File: config.mk
export PLATFORM = sky130hd
export DESIGN_NAME = pe_loop_sequencer
export DESIGN_NICKNAME = d
export VERILOG_FILES = /design/src/rtl/pe_loop_sequencer_pkg.sv /design/src/rtl/pe_loop_sequencer_nested_loop_counter.sv /design/src/rtl/pe_loop_sequencer.sv
export SDC_FILE = /design/constraint.sdc
export NUM_CORES = 1
export LEC_CHECK = 0
export ABC_AREA = 1
export CORE_AREA = 5 5 72 107
export CTS_CLUSTER_DIAMETER = 50
export DETAILED_ROUTE_END_ITERATION = 6
export DIE_AREA = 0 0 77 112
export PLACE_DENSITY = 0.78
export SLEW_MARGIN = 20
export SYNTH_ARGS = -nofsm -noshare
export SYNTH_HDL_FRONTEND = slang
export SYNTH_SLANG_ARGS = --single-unit
export TNS_END_PERCENT = 10
File: constraint.sdc
create_clock -name CLK -period 3.31 [get_ports CLK]
set_clock_uncertainty 0.05 [all_clocks]
set_input_delay 0.4965 -clock CLK [delete_from_list [all_inputs] [get_ports CLK]]
set_output_delay 0.4965 -clock CLK [all_outputs]
set_load 0.01 [all_outputs]
File: src/rtl/pe_loop_sequencer_pkg.sv
// Shared opcodes, mode encodings and sequencer states for the PE local store command bus.
// Pure definitions: no latency, no flow control.
package pe_loop_sequencer_pkg;

  localparam int LSC_DEPTH = 2;
  localparam int LSC_A     = 7;
  localparam int CFG_CODES = 4;

  typedef enum logic [2:0] {
    OP_INIT      = 3'b000,
    OP_HOLD      = 3'b001,
    OP_INCR      = 3'b010,
    OP_JUMP      = 3'b011,
    OP_SET_K_ROW = 3'b100,
    OP_SET_K_COL = 3'b101,
    OP_SET_N_ROW = 3'b110,
    OP_SET_N_COL = 3'b111
  } op_e;

  localparam logic [1:0] MODE_CONFIG  = 2'b00;
  localparam logic [1:0] MODE_LOAD    = 2'b01;
  localparam logic [1:0] MODE_COMPUTE = 2'b10;
  localparam logic [1:0] MODE_RSVD    = 2'b11;

  typedef enum logic [2:0] {
    ST_IDLE,
    ST_CFG,
    ST_LOAD,
    ST_CMP_INIT,
    ST_CMP_RUN,
    ST_CMP_JUMP,
    ST_FIN
  } state_e;

  function automatic logic [5:0] ctl_word(input logic [2:0] kcmd, input logic [2:0] ncmd);
    return {kcmd, ncmd};
  endfunction

endpackage

File: src/rtl/pe_loop_sequencer_nested_loop_counter.sv
// Outer/inner loop counter pair; inner wraps at inner_max_i and carries into outer.
// Next values are exported so the caller can register outputs decoded from them.
module nested_loop_counter #(
  parameter int W = 7
) (
  input  logic         clk_i,
  input  logic         rst_i,
  input  logic         clr_i,
  input  logic         en_i,
  input  logic [W-1:0] inner_max_i,
  input  logic [W-1:0] outer_max_i,
  output logic [W-1:0] inner_d_o,
  output logic [W-1:0] outer_d_o,
  output logic         inner_last_o,
  output logic         outer_last_o
);

  logic [W-1:0] inner_q, inner_d;
  logic [W-1:0] outer_q, outer_d;

  assign inner_last_o = (inner_q == inner_max_i);
  assign outer_last_o = (outer_q == outer_max_i);
  assign inner_d_o    = inner_d;
  assign outer_d_o    = outer_d;

  always_comb begin
    inner_d = inner_q;
    outer_d = outer_q;
    if (clr_i) begin
      inner_d = '0;
      outer_d = '0;
    end else if (en_i) begin
      if (inner_last_o) begin
        inner_d = '0;
        outer_d = outer_q + W'(1);
      end else begin
        inner_d = inner_q + W'(1);
      end
    end
  end

  always_ff @(posedge clk_i or posedge rst_i) begin
    if (rst_i) begin
      inner_q <= '0;
      outer_q <= '0;
    end else begin
      inner_q <= inner_d;
      outer_q <= outer_d;
    end
  end

endmodule

File: src/rtl/pe_loop_sequencer.sv
// Sequencer issuing CONFIG / LOAD / COMPUTE command streams to the PE local stores; first command
// is registered on the start edge. stall freezes the walk and drives {HOLD,HOLD} in its place.
module pe_loop_sequencer
  import pe_loop_sequencer_pkg::*;
#(
  parameter  int depth = LSC_DEPTH,
  parameter  int A     = LSC_A,
  localparam int D     = 1 << depth,
  localparam int NPE   = D * D
) (
  input  logic             CLK,
  input  logic             RST,
  input  logic             start,
  input  logic [1:0]       mode,
  input  logic [A-1:0]     kRows,
  input  logic [A-1:0]     kCols,
  input  logic             stall,
  output logic [5:0]       controlSignal,
  output logic [NPE-1:0]   initPESelect,
  output logic [depth-1:0] initSettings,
  output logic             kernelWrite,
  output logic             macEn,
  output logic             busy,
  output logic             done,
  output logic             cfgValid
);

  state_e           state_q, state_d;
  logic             cmp_pend_q, cmp_pend_d;
  logic             cfg_valid_q, cfg_valid_d;
  logic [A-1:0]     krows_q, krows_d;
  logic [A-1:0]     kcols_q, kcols_d;
  logic             frozen, cnt_clr, cnt_en;
  logic [A-1:0]     inner_max, outer_max, inner_d, outer_d;
  logic             inner_last, outer_last;

  logic [5:0]       ctl_q, ctl_d;
  logic [NPE-1:0]   sel_q, sel_d;
  logic [depth-1:0] set_q, set_d;
  logic             kw_q, kw_d, mac_q, mac_d, busy_q, busy_d, done_q, done_d;

  // CFG walks (pe, code); LOAD uses inner as word index with 0 = INIT; COMPUTE walks (row, col).
  always_comb begin
    inner_max = A'(CFG_CODES - 1);
    outer_max = A'(NPE - 1);
    case (state_q)
      ST_LOAD: inner_max = kcols_q;
      ST_CMP_INIT, ST_CMP_RUN, ST_CMP_JUMP: begin
        inner_max = kcols_q - A'(1);
        outer_max = krows_q - A'(1);
      end
      default: ;
    endcase
  end

  nested_loop_counter #(.W(A)) u_cnt (
    .clk_i        (CLK),
    .rst_i        (RST),
    .clr_i        (cnt_clr),
    .en_i         (cnt_en),
    .inner_max_i  (inner_max),
    .outer_max_i  (outer_max),
    .inner_d_o    (inner_d),
    .outer_d_o    (outer_d),
    .inner_last_o (inner_last),
    .outer_last_o (outer_last)
  );

  always_comb begin
    state_d     = state_q;
    cmp_pend_d  = cmp_pend_q;
    cfg_valid_d = cfg_valid_q;
    krows_d     = krows_q;
    kcols_d     = kcols_q;
    cnt_clr     = 1'b0;
    cnt_en      = 1'b0;
    frozen      = stall && (state_q != ST_IDLE) && (state_q != ST_FIN);
    if (!frozen) begin
      case (state_q)
        ST_IDLE, ST_FIN: begin
          state_d = ST_IDLE;
          cnt_clr = 1'b1;
          if (start && (mode != MODE_RSVD)) begin
            krows_d    = kRows;
            kcols_d    = kCols;
            cmp_pend_d = 1'b0;
            case (mode)
              MODE_CONFIG: state_d = ST_CFG;
              MODE_LOAD:   state_d = ST_LOAD;
              default: begin
                if (cfg_valid_q) begin
                  state_d = ST_CMP_INIT;
                end else begin
                  state_d    = ST_CFG;
                  cmp_pend_d = 1'b1;
                end
              end
            endcase
          end
        end
        ST_CFG: begin
          if (inner_last && outer_last) begin
            cfg_valid_d = 1'b1;
            cmp_pend_d  = 1'b0;
            state_d     = cmp_pend_q ? ST_CMP_INIT : ST_FIN;
          end else begin
            cnt_en = 1'b1;
          end
        end
        ST_LOAD: begin
          if (inner_last) state_d = ST_FIN;
          else            cnt_en  = 1'b1;
        end
        ST_CMP_INIT: begin
          cnt_clr = 1'b1;
          state_d = ((krows_q == '0) || (kcols_q == '0)) ? ST_FIN : ST_CMP_RUN;
        end
        ST_CMP_RUN: begin
          if (inner_last) state_d = ST_CMP_JUMP;
          else            cnt_en  = 1'b1;
        end
        ST_CMP_JUMP: begin
          // inner is still at its last value here, so stepping carries into the next row.
          if (outer_last) begin
            state_d = ST_FIN;
          end else begin
            cnt_en  = 1'b1;
            state_d = ST_CMP_RUN;
          end
        end
        default: state_d = ST_IDLE;
      endcase
    end
  end

  always_comb begin
    ctl_d  = ctl_word(OP_HOLD, OP_HOLD);
    sel_d  = '0;
    set_d  = '0;
    kw_d   = 1'b0;
    mac_d  = 1'b0;
    busy_d = 1'b0;
    done_d = 1'b0;
    if (frozen) begin
      busy_d = 1'b1;
    end else begin
      case (state_d)
        ST_CFG: begin
          ctl_d  = ctl_word({1'b1, inner_d[1:0]}, {1'b1, inner_d[1:0]});
          sel_d  = NPE'(1) << outer_d;
          set_d  = inner_d[0] ? outer_d[depth-1:0] : outer_d[2*depth-1:depth];
          busy_d = 1'b1;
        end
        ST_LOAD: begin
          busy_d = 1'b1;
          if (inner_d == '0) begin
            ctl_d = ctl_word(OP_INIT, OP_HOLD);
          end else begin
            ctl_d = ctl_word(OP_INCR, OP_HOLD);
            kw_d  = 1'b1;
          end
        end
        ST_CMP_INIT: begin
          ctl_d  = ctl_word(OP_INIT, OP_INIT);
          busy_d = 1'b1;
        end
        ST_CMP_RUN: begin
          ctl_d  = ctl_word(OP_INCR, OP_INCR);
          mac_d  = 1'b1;
          busy_d = 1'b1;
        end
        ST_CMP_JUMP: begin
          ctl_d  = ctl_word(OP_JUMP, OP_JUMP);
          busy_d = 1'b1;
        end
        ST_FIN:  done_d = 1'b1;
        default: ;
      endcase
    end
  end

  always_ff @(posedge CLK or posedge RST) begin
    if (RST) begin
      state_q     <= ST_IDLE;
      cmp_pend_q  <= 1'b0;
      cfg_valid_q <= 1'b0;
      krows_q     <= '0;
      kcols_q     <= '0;
      ctl_q       <= ctl_word(OP_HOLD, OP_HOLD);
      sel_q       <= '0;
      set_q       <= '0;
      kw_q        <= 1'b0;
      mac_q       <= 1'b0;
      busy_q      <= 1'b0;
      done_q      <= 1'b0;
    end else begin
      state_q     <= state_d;
      cmp_pend_q  <= cmp_pend_d;
      cfg_valid_q <= cfg_valid_d;
      krows_q     <= krows_d;
      kcols_q     <= kcols_d;
      ctl_q       <= ctl_d;
      sel_q       <= sel_d;
      set_q       <= set_d;
      kw_q        <= kw_d;
      mac_q       <= mac_d;
      busy_q      <= busy_d;
      done_q      <= done_d;
    end
  end

  assign controlSignal = ctl_q;
  assign initPESelect  = sel_q;
  assign initSettings  = set_q;
  assign kernelWrite   = kw_q;
  assign macEn         = mac_q;
  assign busy          = busy_q;
  assign done          = done_q;
  assign cfgValid      = cfg_valid_q;

endmodule

=== Word-level counts from Yosys, hierarchy flattened ===
Index checks and enable logic that the tools add are counted.

* Equality and inequality tests: 19
* Bitwise operators: 1
* Muxes and demuxes: 48
* Shift-type cells: 1
* $add $sub $neg: 4
* Reductions and logical operators: 21

{| class="wikitable"
|+ Operator list
! kind !! number
|-
| $mux W7 || 7
|-
| $mux W16 || 2
|-
| $pmux W6 S5 || 1
|-
| $logic_not A7 Y1 || 3
|-
| $mux W1 || 19
|-
| $eq A3 B3 Y1 const B || 6
|-
| $pmux W3 S6 || 1
|-
| $shl A1 B7 Y16 const A || 1
|-
| $mux W3 || 5
|-
| $add A7 B1 Y7 const B || 2
|-
| $eq A7 B7 Y1 || 2
|-
| $mux W2 || 7
|-
| $pmux W7 S2 || 1
|-
| $sub A7 B1 Y7 const B || 2
|-
| $eq A3 B2 Y1 const B || 4
|-
| $eq A3 B1 Y1 const B || 2
|-
| $mux W6 || 1
|-
| $ne A2 B2 Y1 const B || 3
|-
| $reduce_and A3 Y1 || 2
|-
| $reduce_or A2 Y1 || 3
|-
| $reduce_or A3 Y1 || 2
|-
| $mux W5 || 1
|-
| $reduce_or A5 Y1 || 1
|-
| $logic_and A1 B1 Y1 || 4
|-
| other kinds (12) || 12
|}

* Output and inout bits: 29
* Register bits after elaboration: 61

=== Logic depth before layout (Yosys ltp) ===
Gate-level depths: netlist of the first run.

* Depth in word-level cells: 14
* Gate-level depth with buffers: 25
* Gate-level depth less buffers: 24

=== Modules after synthesis ===
A second synthesis of the first run with hierarchy kept.

* Cell total of the unflattened synthesis: 445
* Area total of the unflattened synthesis: 3,435.8 um^2

{| class="wikitable"
|+ By module, submodules not included
! module !! area an instance (um^2) !! cells an instance !! seq. area each (um^2) !! times used
|-
| pe_loop_sequencer || 2,357.3 || 286 || 1,153.6 || 1
|-
| nested_loop_counter || 1,078.5 || 159 || 350.3 || 1
|}

=== Worst setup path after synthesis of the first run ===
OpenSTA, ideal clock, no wires.

* Path type: register to register
* Start: register krows_q[0]
* End: register ctl_q[4] (netlist: controlSignal[4])
* Required time: 3.123 ns
* Library setup time: 0.137 ns
* Slack: 0.669 ns
* Buffers on the path: 1
* Data arrival time: 2.453 ns
* Cell stages (with the launch flop): 23
* Cells stage by stage: dfrtp_1 > inv_1 > ha_1 > nand2_1 > nor2_1 > nand4_1 > nand2_1 > nand2_1 > nand2_1 > nand2_1 > nor2_1 > nand2_1 > o21ai_4 > nand2_4 > nand2_4 > buf_6 > nand2_1 > nand3_1 > nand2_1 > nor2_1 > nand2_1 > nand2_1 > a21oi_1

* Longest elaborated chain between the ends: 13
* Elaborated cells on any way between the ends: 26
* Classes of those cells: add/sub: 1; eq/ne: 6; mux: 15; reduce/logical: 4

{| class="wikitable"
|+ RTL lines
! what !! RTL line !! source
|-
| from (decl) || pe_loop_sequencer.sv:31 || <nowiki>logic [A-1:0] krows_q, krows_d;</nowiki>
|-
| from (signal assigned) || pe_loop_sequencer.sv:200 || <nowiki>krows_q <= krows_d;</nowiki>
|-
| $sub A7 B1 Y7 || pe_loop_sequencer.sv:50 || <nowiki>outer_max = krows_q - A'(1);</nowiki>
|-
| $mux W7 || pe_loop_sequencer.sv:46 || <nowiki>case (state_q)</nowiki>
|-
| $eq A7 B7 Y1 || pe_loop_sequencer_nested_loop_counter.sv:22 || <nowiki>assign outer_last_o = (outer_q == outer_max_i);</nowiki>
|-
| $logic_and A1 B1 Y1 || pe_loop_sequencer.sv:102 || <nowiki>if (inner_last && outer_last) begin</nowiki>
|-
| $mux W1 || pe_loop_sequencer.sv:102 ||
|-
| $pmux W1 S3 || pe_loop_sequencer.sv:79 || <nowiki>case (state_q)</nowiki>
|-
| $mux W1 || pe_loop_sequencer.sv:78 || <nowiki>if (!frozen) begin</nowiki>
|-
| $mux W7 || pe_loop_sequencer_nested_loop_counter.sv:32 || <nowiki>end else if (en_i) begin</nowiki>
|-
| $mux W7 || pe_loop_sequencer_nested_loop_counter.sv:29 || <nowiki>if (clr_i) begin</nowiki>
|-
| $logic_not A7 Y1 || pe_loop_sequencer.sv:156 || <nowiki>if (inner_d == '0) begin</nowiki>
|-
| $mux W5 || pe_loop_sequencer.sv:156 ||
|-
| $pmux W6 S5 * || pe_loop_sequencer.sv:147 || <nowiki>case (state_d)</nowiki>
|-
| $mux W6 * || pe_loop_sequencer.sv:144 || <nowiki>if (frozen) begin</nowiki>
|-
| net ctl_d[4] || pe_loop_sequencer.sv:37 || <nowiki>logic [5:0] ctl_q, ctl_d;</nowiki>
|-
| to (signal assigned) || pe_loop_sequencer.sv:189 || <nowiki>ctl_q <= ctl_word(OP_HOLD, OP_HOLD);</nowiki>
|-
| to (signal assigned) || pe_loop_sequencer.sv:202 || <nowiki>ctl_q <= ctl_d;</nowiki>
|-
| to (decl) || pe_loop_sequencer.sv:37 ||
|}

Mark *: on every way through the listed nets, which the timed path passes. The rest lies on a longest branch.
A chain may end at the register's enable or synchronous reset.

=== Final worst setup path of the first run ===
* Start: register kcols_q[1]
* End: register sel_q[5] (netlist: initPESelect[5])

* Longest elaborated chain between the ends: 12
* Elaborated cells on any way between the ends: 23
* Classes of those cells: add/sub: 1; eq/ne: 2; shift: 1; mux: 16; reduce/logical: 3

{| class="wikitable"
|+ RTL lines
! what !! RTL line !! source
|-
| from (decl) || pe_loop_sequencer.sv:32 || <nowiki>logic [A-1:0] kcols_q, kcols_d;</nowiki>
|-
| from (signal assigned) || pe_loop_sequencer.sv:201 || <nowiki>kcols_q <= kcols_d;</nowiki>
|-
| $sub A7 B1 Y7 || pe_loop_sequencer.sv:49 || <nowiki>inner_max = kcols_q - A'(1);</nowiki>
|-
| $pmux W7 S2 * || pe_loop_sequencer.sv:46 ||
|-
| $eq A7 B7 Y1 * || pe_loop_sequencer_nested_loop_counter.sv:21 || <nowiki>assign inner_last_o = (inner_q == inner_max_i);</nowiki>
|-
| $logic_and A1 B1 Y1 || pe_loop_sequencer.sv:102 ||
|-
| $mux W1 || pe_loop_sequencer.sv:102 ||
|-
| $pmux W1 S3 || pe_loop_sequencer.sv:79 ||
|-
| $mux W1 || pe_loop_sequencer.sv:78 ||
|-
| $mux W7 * || pe_loop_sequencer_nested_loop_counter.sv:32 ||
|-
| $mux W7 * || pe_loop_sequencer_nested_loop_counter.sv:29 ||
|-
| net outer_d[2] || pe_loop_sequencer.sv:34 || <nowiki>logic [A-1:0] inner_max, outer_max, inner_d, outer_d;</nowiki>
|-
| $shl A1 B7 Y16 * || pe_loop_sequencer.sv:150 || <nowiki>sel_d = NPE'(1) << outer_d;</nowiki>
|-
| $mux W16 * || pe_loop_sequencer.sv:147 ||
|-
| $mux W16 * || pe_loop_sequencer.sv:144 ||
|-
| net sel_d[5] || pe_loop_sequencer.sv:38 || <nowiki>logic [NPE-1:0] sel_q, sel_d;</nowiki>
|-
| to (signal assigned) || pe_loop_sequencer.sv:203 || <nowiki>sel_q <= sel_d;</nowiki>
|-
| to (decl) || pe_loop_sequencer.sv:38 ||
|}

Marks and branches as above.

==> reports/results.ini, run 1 <==
[status]
status=completed

[global_routing]
gr-usage-all-layers_pct=19.9
antenna_found_initial=0
grt_pass1_wl_um=14100
grt_pass1_vias=3150
grt_start_max_net_pins=32
grt_overflow=0

[logic_synthesis]
ys.flop_type=dfrtp_1
synth_edf_count=0
yosys-top-cells-area=dfrtp_1 (41%), nand2_1 (14%), nand3_1 (7.9%)
synth_fa_ha_area_share_pct=1.77
muxShareOfSynthArea_pct=0
synth_top_area_share_pct=41.2
ys_warn_count=0
synth.distinct_cells=36
synth_simple_gate_area_share_pct=37.5
avgSynthCellArea_um2=7.50
async_flop_share_pct=100
synth_xor_area_share_pct=1.99
synth_compound_area_share_pct=7.31
synth_top_cell_by_area=dfrtp_1
synth_most_common_cell=nand2_1
ys_ff_latch=60
synth_top_family_by_area=simple AND/OR/NAND/NOR gates
synth_common_cells=nand2_1 (132), dfrtp_1 (58), nand3_1 (56)
synth_fp_nets=495
ys_seq_area_share_pct=42.7
syn_inst=470
synthesis.area_um2=3530

[timing]
setup_violations=0
rsz0062_at_grt=false
post-route-min-period_ps=3080
setup_slack_ps=234
post-route-period-util_pct=92.9
final.setup.tns_ps=0
tightestPinTransition_ps=653
maxSlewHeadroom_pct=56.4
hold_viol_final=0
fmax_mhz=325
slew_violations=0

[place]
gp_congestion=0.930
io_buffers=48
pre_cts_ws_ps=68.7
dp_hpwl_um=6230

[setup_path]
critPathKind=reg -> reg
worstPathArrival_ps=3300
rrSetupSlack_ps=230
crit-reg2reg-launch=kcols_q[1]
cp-end-kind=flip-flop
cp_max_fo=15
critical_path_required_ps=3530
start_kind=flip-flop
reg2reg_to=initPESelect[5]
r2r_cells=23

[finish]
area_delta_synth_final_pct=21.9
antenna_cells=0
post-route-util_pct=64.0
drive_gt1_share_pct=14.9
nets=549

[detailed_routing]
avgRoutedWirePerCell_um=13.9
avgViaCountPerCell=5.39
wl_um=8450
drtIter0Drc=158
antenna_left=0
vias=3269
drc=0
first_pass_iters=7

[power_and_ir_drop]
p_leak_nw=2.08
power_density_nw_per_um2=884
peakVddDrop_v=0.000675

[clock_network]
h-tree-depth=3
holdBufCountCts=0
insertion_delay_ps=350
cts.sinks=60
cts_tree=yes
clockRootBuffer=clkbuf_8
cts_setup_buffers=0
clk_path_buf_depth=2
cts_made_buffers=9
path_clk_slew_ps=80

[floorplanning]
ioPinCount=49
dieWidth_um=77
die_y_um=112
die_area_um2=8620
start_util_pct=52.5
fp.coreArea_um2=6710
num_rows=37

[min_path]
hold_depth=2
hold_path.startpoint=cmp_pend_q
whs_endpoint=cmp_pend_q
hold_path_class=reg -> reg

[flow_run]
drv_cap=0

[how the worst max path moves through the flow]
| stage | cells past startpoint | start | to |
|---|---|---|---|
| after floorplan | 22 | krows_q[0] | controlSignal[4] |
| after global placement | 22 | state_q[2] | initPESelect[13] |
| after detailed placement | 22 | state_q[2] | initPESelect[7] |
| after CTS | 22 | state_q[2] | initPESelect[7] |
| after global routing | 23 | kcols_q[1] | initPESelect[7] |
| final | 23 | kcols_q[1] | initPESelect[5] |
[final cells by class]
class	count	area, µm²
flip-flops and latches	60	1510
multi-input cells	337	1750
well taps	78	97.6
inverters	62	235
fillers	576	2410
clock inverters	7	60.1
clock buffers	9	124
repair buffers	54	526
[kinds of logic after synthesis]
family / count (synthesis)
and+or+nand+nor: 280
AOI/OAI and AO/OA: 43
adders and majority gates: 5
buffers and inverters: 74
xor gates and xnor gates: 8
DFF: 60
[cell usage in the layout (no fill, tap or decap), types with 2 or more instances in the layout]
master and instances:
o21ai_2 2, nand2_2 4, nor2_1 42, xor2_1 6, o21ai_1 3, o21bai_1 2
dfrtp_2 2, nand4_1 13, dfrtp_1 56, nand2_4 4, nand3_2 11, or2_2 2
nor2_2 7, clkdlybuf4s50_1 48, buf_4 6, nor3_1 6, ha_1 4, nor2_4 3
nand2_1 130, o21ai_0 24, inv_6 2, xnor2_1 2, inv_1 49, a21oi_1 5
dfstp_2 2, inv_2 12, clkinvlp_4 3, clkbuf_8 9, nand3_1 55, a21oi_2 2
[flip-flops by register name (all words and copies together) (netlist names)]
name,cells
initPESelect,16
kcols_q,7
krows_q,7
u_cnt.inner_q,7
u_cnt.outer_q,7
controlSignal,5
state_q,3
initSettings,2
busy,1
cfgValid,1
cmp_pend_q,1
done,1
kernelWrite,1
macEn,1
[critical path: stages (launching register included)]
cell	delay, ps
dfrtp_1	390
inv_1	170
ha_2	260
xor2_1	150
nand2_1	80
nand2_1	70
nand2_1	50
nand2_1	50
inv_1	40
nand2_1	60
nor2_2	50
nand2_4	180
nand2_1	80
nand2_1	70
inv_2	40
nand2_4	100
nand2_4	130
nor2_4	240
nand2_1	70
nand2_1	70
nand3_2	150
inv_4	150
nand3_1	110
nor2_1	160
[where the power goes]
| part | total (mW) | internal, mW | switching [mW] |
|---|---|---|---|
| Combinational | 2.08 | 0.722 | 1.36 |
| Clock | 0.619 | 0.282 | 0.337 |
| Sequential | 1.10 | 0.934 | 0.169 |
| Total | 3.80 | 1.94 | 1.86 |
[metal layers]
metal | vias to the layer above | track usage [%] | wire length, µm
li1 | 1613 | - | -
met1 | 1522 | 24.4 | 3530
met2 | 109 | 33.2 | 4260
met3 | 25 | 6.23 | 468
met4 | 0 | 6.65 | 191
met5 | - | 0 | 0
[timing repair]
| action | 4_1_cts | 5_1_grt |
|---|---|---|
| hold endpoints to repair | 0 | 0 |
| resized for setup | 0 | 12 |
| endpoints found under the setup margin | 0 | 24 |
[stage by stage]
step / cells / hold slack [ps] / cell area [µm²] / total power [mW]
CTS: 606 / 472 / 4260 / 3.76
global route: 607 / 499 / 4300 / 4.15
global placement: 590 / 444 / 4080 / 3.08
detailed placement: 590 / 447 / 4080 / 3.12
floorplan: 470 / 424 / 3530 / 2.68
finish: 607 / 474 / 4300 / 3.80
No activity file was read; power rests on OpenSTA's default activity.
==> run 2, diff against run 1 <==
CTS_BUF_LIST = sky130_fd_sc_hd__clkbuf_4 sky130_fd_sc_hd__clkbuf_8   (was not set)
PLACE_DENSITY = 0.76   (was 0.78)
==> run 2 against run 1 <==
Effect of this change: global-route usage rose by 1.1 points; largest power group unchanged; critical endpoint is now initPESelect[15]; worst hold slack got worse by 58 ps; die area did not move; non-clock buffer count rose by 3; clock-buffer cell count did not move; routed wire length rose by 4.3%; final cell count rose by 0.66%; maximum frequency rose by 1.8%.
==> reports/results.ini, run 2 (synthesis gave the netlist of run 1 again) <==
[setup_path]
start_kind=flip-flop
worstPathArrival_ps=3250
cp-end-kind=flip-flop
critical_path_required_ps=3530
cp_max_fo=15
critPathKind=reg -> reg

[floorplanning]
dieWidth_um=77
start_util_pct=52.5
fp.coreArea_um2=6710
ioPinCount=49
num_rows=37
die_y_um=112
die_area_um2=8620

[clock_network]
cts_made_buffers=9
h-tree-depth=3
clockRootBuffer=clkbuf_8
cts_tree=yes
insertion_delay_ps=350
clk_path_buf_depth=2
cts.sinks=60
path_clk_slew_ps=80

[global_routing]
gr-usage-all-layers_pct=21.0
grt_pass1_vias=3205
antenna_found_initial=0
grt_overflow=0
grt_pass1_wl_um=14700
grt_start_max_net_pins=30

[timing]
post-route-min-period_ps=3020
slew_violations=0
hold_viol_final=0
maxSlewHeadroom_pct=55.3
post-route-period-util_pct=91.3
setup_violations=0
fmax_mhz=331
tightestPinTransition_ps=670

[detailed_routing]
avgRoutedWirePerCell_um=14.4
first_pass_iters=5
drc=0
wl_um=8810
vias=3291
avgViaCountPerCell=5.39
drtIter0Drc=254
antenna_left=0

[power_and_ir_drop]
p_leak_nw=2.11
peakVddDrop_v=0.000555
power_mw=3.94
power_density_nw_per_um2=903

[flow_run]
drv_cap=0

[place]
gp_congestion=0.895
io_buffers=48
dp_hpwl_um=6400
dp_cells=590

[finish]
nets=553
area_delta_synth_final_pct=23.7
seq_area_um2=1510
antenna_cells=0
fillers=589
largest_reg_flops=16
final_common_cell=nand2_1
drive_gt1_share_pct=15.8
layout_common_cells=nand2_1 (130), dfrtp_1 (56), nand3_1 (55)
fin_cells=611
multi_input_area_um2=1770

[min_path]
hold_path_class=in -> async

[status]
status=completed

[run 2: final timing paths]
kind / startpoint / to / slack (ps) / cells past startpoint
hold reg to reg: cfgValid / cfgValid / 460 / 2
min in group CLK: cfgValid / cfgValid / 460 / 2
setup reg to reg: state_q[2] / initPESelect[15] / 290 / 21
hold / removal: RST / initPESelect[14] / 420 / 2
setup / recovery: state_q[2] / initPESelect[15] / 290 / 21
max in group asynchronous: RST / controlSignal[3] / 2110 / 3
[run 2: report_power, final]
group          switching (mW)  internal [mW]  leakage, nW
clock                   0.313          0.349       0.0918
sequential              0.175          0.934        0.784
combinational            1.41          0.758         1.24
[run 2: timing repair]
item,4_1_cts,5_1_grt
gates resized for setup,0,14
buffers inserted,0,3
endpoints found under the setup margin,0,26
hold buffers,0,0
[run 2: through the flow]
step	TNS, ps	cell area (µm²)	hold slack, ps	util (%)	setup slack (ps)
2_1_floorplan	0	3530	424	-	669
3_3_place_gp	0	4080	443	60.7	135
3_5_place_dp	0	4080	429	60.7	41.6
4_1_cts	0	4270	427	63.7	14.1
5_1_grt	-5.06	4360	436	65.0	-5.06
6_report	0	4360	416	65.0	288
[run 2: worst max-delay path, cell delays in order (launching register included)]
cell and delay, ps:
dfrtp_2 500, xnor2_1 390, nor2_1 90, nand2_1 90
nand2_1 50, nand2_1 60, nand2_1 50, nand2_1 80
nor2_2 50, nand2_4 180, nand2_1 80, nand2_1 80
inv_2 40, nand2_4 130, nand2_8 100, nor2_4 230
nand2_1 70, nand2_1 70, nand3_2 150, inv_4 150
nand3_1 120, nor2_1 140
[run 2: per-layer routing]
layer  track usage (%)  share of wire [%]
met2              36.3                 51
met1              24.8                 42
met5                 0                  0
met3              6.47                5.0
met4              6.77                2.0
[run 2: area by class of cell]
| class | instances | area share [%] |
|---|---|---|
| timing repair buffer | 57 | 12.6 |
| sequential | 60 | 34.5 |
| tap | 78 | 2.24 |
| clock buffer | 9 | 2.84 |
| multi-input combinational | 338 | 40.7 |
| clock inverter | 7 | 1.72 |
| inverter | 62 | 5.39 |
==> run 3, diff against run 2 <==
CAP_MARGIN = 10   (was not set)
CTS_CLUSTER_SIZE = 40   (was not set)
SETUP_SLACK_MARGIN = 0.15   (was not set)
==> run 3 against run 2 <==
Effect of this change: worst setup slack improved by 13 ps; global-route usage barely moved; cell area rose by 1.5%; critical endpoint is now initSettings[0]; largest power group unchanged.
==> reports/results.ini, run 3 (synthesis gave the netlist of run 1 again) <==
[finish]
multi_input_area_um2=1790
fin_cells=617
fillers=585
antenna_cells=0
final_common_cell=nand2_1
fin_area_um2=4430
drive_gt1_share_pct=17.3
layout_common_cells=nand2_1 (129), dfrtp_1 (56), nand3_1 (55)
area_delta_synth_final_pct=25.5
nets=559
largest_reg_flops=16
seq_area_um2=1510

[setup_path]
path_cells=nor2_2 -> nand2_2 -> nand3_4 -> buf_4 -> nand2_1 -> nand2_1 -> nand4_1 -> nor2_1 -> nand2_2 -> o21ai_4 -> nand2_4 -> nand2_8 -> nor2_4 -> nand2_1 -> nand2_1 -> nand3_4 -> inv_4 -> buf_4 -> o21ai_0 -> nor2_1
start_kind=flip-flop
crit_top_cell=nand2_1
cp-end-kind=flip-flop
path_buf_inv=3
crit-reg2reg-launch=state_q[1]
critical_path.max_stage_delay_ps=480
critical_path_required_ps=3490
cpMaxStageDelayCell=dfrtp_2
critPathKind=reg -> reg
worstPathArrival_ps=3190
crit_start=state_q[1]
critPathTopFamily=simple AND/OR/NAND/NOR gates
cp_max_fo=12

[floorplanning]
ioPinCount=49
die_area_um2=8620
fp.coreArea_um2=6710
die_y_um=112
start_util_pct=52.5
num_rows=37
dieWidth_um=77

[timing]
fmax_mhz=332
rsz0062_at_grt=false
maxSlewHeadroom_pct=55.5
slew_violations=0
post-route-period-util_pct=90.9
setup_violations=0
tightestPinTransition_ps=667
hold_viol_final=0
final.setup.tns_ps=0
post-route-min-period_ps=3010

[detailed_routing]
avgRoutedWirePerCell_um=14.4
drc=0
avgViaCountPerCell=5.41
vias=3335
first_pass_iters=5
antenna_left=0
drtIter0Drc=239
wl_um=8860

[power_and_ir_drop]
p_leak_nw=2.14
power_mw=3.97
power_density_nw_per_um2=897
peakVddDrop_v=0.000557

[clock_network]
clk_path_buf_depth=2
path_clk_slew_ps=80
holdBufCountCts=0
clockRootBuffer=clkbuf_8
cts_made_buffers=9
cts.sinks=60
insertion_delay_ps=350
h-tree-depth=3
cts_tree=yes

[global_routing]
grt_pass1_vias=3208
grt_pass1_wl_um=14800
grt_start_max_net_pins=30
gr-usage-all-layers_pct=21.1
grt_overflow=0
antenna_found_initial=0

[flow_run]
drv_cap=0

[place]
post_dp_cell_area_um2=4080
io_buffers=48
dp_hpwl_um=6400
gp_congestion=0.895
dp_cells=590

[min_path]
hold_path_class=in -> async

[status]
status=completed

-- run 3: changes by cell type in the layout (fill, tap and decap cells not counted), sizes merged --
cell  delta
buf      +6
-- run 3: timing repair --
| action | 4_1_cts | 5_1_grt |
|---|---|---|
| cloned | 0 | 2 |
| endpoints found under the setup margin | 18 | 23 |
| setup buffers | 0 | 9 |
| pin swaps | 0 | 6 |
| resized for setup | 1 | 18 |
-- run 3: layout make-up --
class | count | area share (%)
Multi-Input combinational cell | 338 | 40.5
Sequential cell | 60 | 34.0
Timing Repair Buffer | 63 | 13.4
Inverter | 62 | 5.32
Clock buffer | 9 | 2.80
Tap cell | 78 | 2.21
Clock inverter | 7 | 1.70
-- run 3: through the flow --
stage / hold slack [ps] / utilization (%) / worst slack (ps)
6_report: 417 / 65.9 / 300
3_5_place_dp: 429 / 60.7 / 41.6
4_1_cts: 427 / 63.8 / 191
2_1_floorplan: 424 / - / 669
5_1_grt: 436 / 65.9 / 41.7
3_3_place_gp: 443 / 60.7 / 135
-- run 3: metal layers --
metal	vias up	GRT usage (%)	routed length (µm)	share of wire (%)
li1	1640	-	-	-
met1	1561	24.9	3660	41
met2	109	36.4	4560	51
met3	25	6.39	435	4.9
met4	0	6.54	198	2.2
met5	-	0	0	0
-- run 3: final timing paths --
kind	end	slack (ps)	depth (start not counted)
max	initSettings[0]	300	20
min	initPESelect[14]	420	2
max reg2reg	initSettings[0]	300	20
min reg2reg	cfgValid	460	2
max in group asynchronous	controlSignal[3]	2110	3
min in group CLK	cfgValid	460	2
-- run 3: power by group --
| group | switching (mW) | leakage, nW | internal [mW] |
|---|---|---|---|
| Sequential | 0.175 | 0.784 | 0.934 |
| Clock | 0.313 | 0.0918 | 0.349 |
| Combinational | 1.42 | 1.27 | 0.781 |
